`src/rtl/hazard_stall_ctrl.sv`:
```
// Pipeline sequencing controller for the 5-stage RV32 core: stage enables, flush/bubble
// controls, memory-wait timeout tracking and saturating stall/flush performance counters.
//
//  state    | meaning
//  ---------+-----------------------------------------------------------
//  RUN      | normal flow; hazards resolved combinationally each cycle
//  MEM_WAIT | data memory is holding the pipeline; wait counter running

module hazard_stall_ctrl #(
   parameter int WIDTH   = 32,
   parameter int TIMEOUT = 255
) (
   input  logic             clk,
   input  logic             reset_n,
   input  logic [4:0]       id_rs1,
   input  logic [4:0]       id_rs2,
   input  logic             id_use_rs1,
   input  logic             id_use_rs2,
   input  logic [4:0]       ex_rd,
   input  logic             ex_memread,
   input  logic             ex_branch_taken,
   input  logic             mem_req,
   input  logic             mem_ready,
   input  logic             perf_clr,
   output logic             pc_en,
   output logic             if_id_en,
   output logic             id_ex_en,
   output logic             ex_mem_en,
   output logic             if_id_flush,
   output logic             id_ex_flush,
   output logic             pc_sel,
   output logic             mem_timeout,
   output logic [WIDTH-1:0] stall_cycles,
   output logic [WIDTH-1:0] flush_count
);

   typedef enum logic {RUN, MEM_WAIT} state_t;

   localparam logic [15:0] TIMEOUT_W = 16'(TIMEOUT);

   state_t      state, state_nxt;
   logic [15:0] wait_cnt;
   logic        mem_stall, load_use, br_flush;
   logic        pc_en_c, if_id_en_c, id_ex_en_c, ex_mem_en_c;
   logic        if_id_flush_c, id_ex_flush_c, pc_sel_c;

   always_comb begin
      mem_stall     = mem_req & ~mem_ready;
      load_use      = ex_memread && (ex_rd != 5'd0) &&
                      ((id_use_rs1 && (id_rs1 == ex_rd)) || (id_use_rs2 && (id_rs2 == ex_rd)));
      pc_en_c       = 1'b1;
      if_id_en_c    = 1'b1;
      id_ex_en_c    = 1'b1;
      ex_mem_en_c   = 1'b1;
      if_id_flush_c = 1'b0;
      id_ex_flush_c = 1'b0;
      pc_sel_c      = 1'b0;
      br_flush      = 1'b0;
      if (mem_stall) begin
         // frozen EX re-presents any branch or load-use once memory completes
         pc_en_c     = 1'b0;
         if_id_en_c  = 1'b0;
         id_ex_en_c  = 1'b0;
         ex_mem_en_c = 1'b0;
      end else if (ex_branch_taken) begin
         pc_sel_c      = 1'b1;
         if_id_flush_c = 1'b1;
         id_ex_flush_c = 1'b1;
         br_flush      = 1'b1;
      end else if (load_use) begin
         pc_en_c       = 1'b0;
         if_id_en_c    = 1'b0;
         id_ex_flush_c = 1'b1;
      end
   end

   assign pc_en       = pc_en_c       & reset_n;
   assign if_id_en    = if_id_en_c    & reset_n;
   assign id_ex_en    = id_ex_en_c    & reset_n;
   assign ex_mem_en   = ex_mem_en_c   & reset_n;
   assign if_id_flush = if_id_flush_c & reset_n;
   assign id_ex_flush = id_ex_flush_c & reset_n;
   assign pc_sel      = pc_sel_c      & reset_n;

   always_comb begin
      state_nxt = state;
      case (state)
         RUN:      if (mem_stall) state_nxt = MEM_WAIT;
         MEM_WAIT: if (!mem_stall) state_nxt = RUN;
         default:  state_nxt = RUN;
      endcase
   end

   always_ff @(posedge clk or negedge reset_n) begin
      if (!reset_n) state <= RUN;
      else          state <= state_nxt;
   end

   // counter parks at TIMEOUT; the stall itself is never forced to complete
   always_ff @(posedge clk or negedge reset_n) begin
      if (!reset_n) begin
         wait_cnt <= 16'd0;
      end else if (state == RUN) begin
         wait_cnt <= 16'd0;
      end else if (mem_stall && (wait_cnt != TIMEOUT_W)) begin
         wait_cnt <= wait_cnt + 16'd1;
      end
   end

   always_ff @(posedge clk or negedge reset_n) begin
      if (!reset_n) begin
         mem_timeout <= 1'b0;
      end else if (perf_clr) begin
         mem_timeout <= 1'b0;
      end else if ((state == MEM_WAIT) && mem_stall && (wait_cnt == TIMEOUT_W - 16'd1)) begin
         mem_timeout <= 1'b1;
      end
   end

   always_ff @(posedge clk or negedge reset_n) begin
      if (!reset_n) begin
         stall_cycles <= '0;
         flush_count  <= '0;
      end else if (perf_clr) begin
         stall_cycles <= '0;
         flush_count  <= '0;
      end else begin
         if (!pc_en_c && (stall_cycles != '1)) stall_cycles <= stall_cycles + WIDTH'(1);
         if (br_flush && (flush_count != '1))  flush_count  <= flush_count + WIDTH'(1);
      end
   end

endmodule
```
`config.mk`:
```
export PLATFORM = sky130hd
export DESIGN_NAME = hazard_stall_ctrl
export DESIGN_NICKNAME = d
export VERILOG_FILES = /design/src/rtl/hazard_stall_ctrl.sv
export SDC_FILE = /design/constraint.sdc
export NUM_CORES = 1
export LEC_CHECK = 0
export CAP_MARGIN = 20
export CORE_MARGIN = 8
export CORE_UTILIZATION = 55
export DETAILED_ROUTE_END_ITERATION = 10
export PLACE_DENSITY = 0.85
export SLEW_MARGIN = 5
export SYNTH_ARGS = -nofsm -noshare
export SYNTH_HDL_FRONTEND = slang
export SYNTH_SLANG_ARGS = --single-unit
```
`constraint.sdc`:
```
create_clock -name clk -period 4.26 [get_ports clk]
set_input_delay 0.639 -clock clk [delete_from_list [all_inputs] [get_ports clk]]
set_output_delay 0.639 -clock clk [all_outputs]
set_load 0.005 [all_outputs]
```
==> impl_metrics.csv <==
group,metric,value,unit
floorplanning,die_w,107,um
yosys,synth.yosys.warnings,0,
sta,rsz0062_at_grt,"false",
placement,gp_congestion,0.863,
route,ant_nets,0,
yosys,synthMuxAreaShare,0.500,%
sta,slew_violations,0,
clock_tree,cts_tree,"yes",
sta,fmax,287,MHz
clock_tree,clk_pin_slew_worst_paths,80,ps
route,drtIter0Drc,165,
sta,post-route-period-util,81.8,%
sta,skew,12.5,ps
clock_tree,postCtsSetupRepairBufs,0,
final_layout,seq_area,2050,um2
global_routing,grt_max_degree,69,
yosys,netlist.area_leader.share,45.5,%
final_layout,num-nets-final,602,
setup_path,crit_required,3620,ps
clock_tree,clk_path_buf_depth,2,
setup_path,path_max_fanout,3,
clock_tree,hold_buffers,0,
yosys,synth_top_family_by_area,"simple AND/OR/NAND/NOR gates",
final_layout,layout_commonest_cell,"clkdlybuf4s50_1",
yosys,avgSynthCellArea,9.31,um2
floorplanning,ios,96,
setup_path,startpoint_type,"input pin",
global_routing,grt_pass1_wl,18.9,mm
yosys,async_flop_share,100,%
clock_tree,cts_resized,0,
outcome,status,"completed",
yosys,ys_ff_latch,82,
route,vias,3946,
yosys,synth-edff-count,0,
yosys,yosysTopAreaCell,"dfrtp_1",
clock_tree,htree_num_levels,3,
yosys,synthesis.instances,484,
floorplanning,placementRows,33,
floorplanning,initial_core_util,55.7,%
sta,worst_slack,777,ps
pwr,irDropWorstVdd,0.188,mV
pwr,power_density,272,nW/um2
yosys,synthAdderAreaFrac,1.11,%
placement,place_ws,810,ps
yosys,synth_xor_area_share,14.6,%
yosys,yosysSeqAreaShare,45.5,%
placement,dp.final_hpwl,8.01,mm
sta,max_slew_margin,43.1,%
worst_hold_path,hold_class,"input pin to async pin",
yosys,synthSimpleGateAreaFrac,30.6,%
route,firstDrtPassIters,4,
setup_path,path_class,"input pin to output pin",
sta,worstMarginPinSlew,854,ps
sta,hold_violations,0,
route,drc,0,
placement,port_buffers,95,
clock_tree,cts.sinks,82,
clock_tree,cts_root_buf,"clkbuf_8",
setup_path,crit_path_end_kind,"output pin",
clock_tree,numCtsBuffers,9,
floorplanning,fp.dieH,107,um
job,maxCapViolCount,0,
yosys,synth.cell_area,4510,um2
clock_tree,clk_latency,350,ps
sta,fin_crit,3480,ps
floorplanning,core_area,8090,um2
sta,setup_viol,0,
yosys,synth_compound_area_share,5.14,%
yosys,ys_types,45,
global_routing,overflow,0,
global_routing,grt_pass1_vias,3982,
setup_path,cp.arrival,2840,ps
yosys,synth_area_leaders,"dfrtp_1, xnor2_1, nor2_1",
final_layout,mostFrequentLayoutCells,"clkdlybuf4s50_1, dfrtp_1, nor2_1",
final_layout,multiInputGateArea,2340,um2
final_layout,num_antenna_cells,0,
final_layout,fillCellCount,659,
global_routing,antenna_found_initial,0,
route,drt_wl_total,11.1,mm
yosys,ys.flop_type,"dfrtp_1",
pwr,p_total,1560,uW
sta,finalSetupTns,0,ps
floorplanning,die_area,11300,um2
route,routedWlPerCell,16.3,um
route,avgViaCountPerCell,5.77,
yosys,syn-num-nets,512,
pwr,p_leak,0.00229,uW
global_routing,grt_use_total,20.2,%
final_layout,drive_gt1_share,5.35,%
final_layout,syn_to_final_growth,27.5,%
where the power goes:
| group | internal (uW) | switching (uW) | leakage, uW |
|---|---|---|---|
| registers | 782 | 7.13 | 0.00114 |
| clock network | 389 | 276 | 0.000114 |
| logic | 48.0 | 59.0 | 0.00104 |
registers in the layout, summed over array words and instances, names as in the netlist:
name          cells
mem_timeout       1
wait_cnt         16
stall_cycles     32
flush_count      32
state             1
final timing paths:
check	startpoint	endpoint	slack, ps	cells past startpoint
max	ex_rd[1]	if_id_en	780	6
min	reset_n	flush_count[23]	150	1
max reg2reg	stall_cycles[0]	stall_cycles[21]	1560	7
min reg2reg	mem_timeout	mem_timeout	530	2
max in group asynchronous	reset_n	flush_count[12]	3010	2
min in group clk	mem_timeout	mem_timeout	530	2
cells by family after synthesis:
family / count (synthesis)
compound gates: 34
flops: 82
mux: 2
xor+xnor: 75
buf+inv: 24
fa+ha+maj: 4
simple gates: 263
synth_stat cells, drive strengths merged (6+ instances only):
master	number
a21oi	14
and2	20
and3	13
and4	11
buf	7
clkbuf	12
dfrtp	82
nand2	31
nand3	38
nand4	22
nor2	76
nor3	19
nor4	9
o31ai	6
or4	6
xnor2	53
xor2	22
metrics by stage:
step                      std cells  instance area [um2]  hold WS, ps  utilization [%]
final                           684                 5740          151             71.0
after global routing            684                 5740          152             71.0
after CTS                       684                 5740          145             71.0
after detailed placement        668                 5510          516             68.1
after global placement          668                 5510          502             68.1
after floorplan                 484                 4510          343                -
area by class of cell:
| type | instances | share of cell area (%) |
|---|---|---|
| Timing Repair Buffer | 98 | 16.8 |
| Inverter | 5 | 0.327 |
| Sequential cell | 82 | 35.7 |
| Clock buffer | 11 | 2.29 |
| Multi-Input combinational cell | 378 | 40.8 |
| Clock inverter | 5 | 1.79 |
| Tap cell | 105 | 2.29 |
critical path, stage by stage:
cell             delay [ps]
clkdlybuf4s50_1         460
or4_1                   560
o21ai_0                 260
nor2_1                  110
a21boi_0                260
clkdlybuf4s50_1         560
metal layers:
layer	wire length, um	GRT usage, %	up-vias
met5	0	0	-
met4	170	7.14	0
met3	578	4.72	12
met2	5740	34.2	93
met1	4650	24.5	1976
li1	-	-	1865
(Power assumes the default switching activity.)
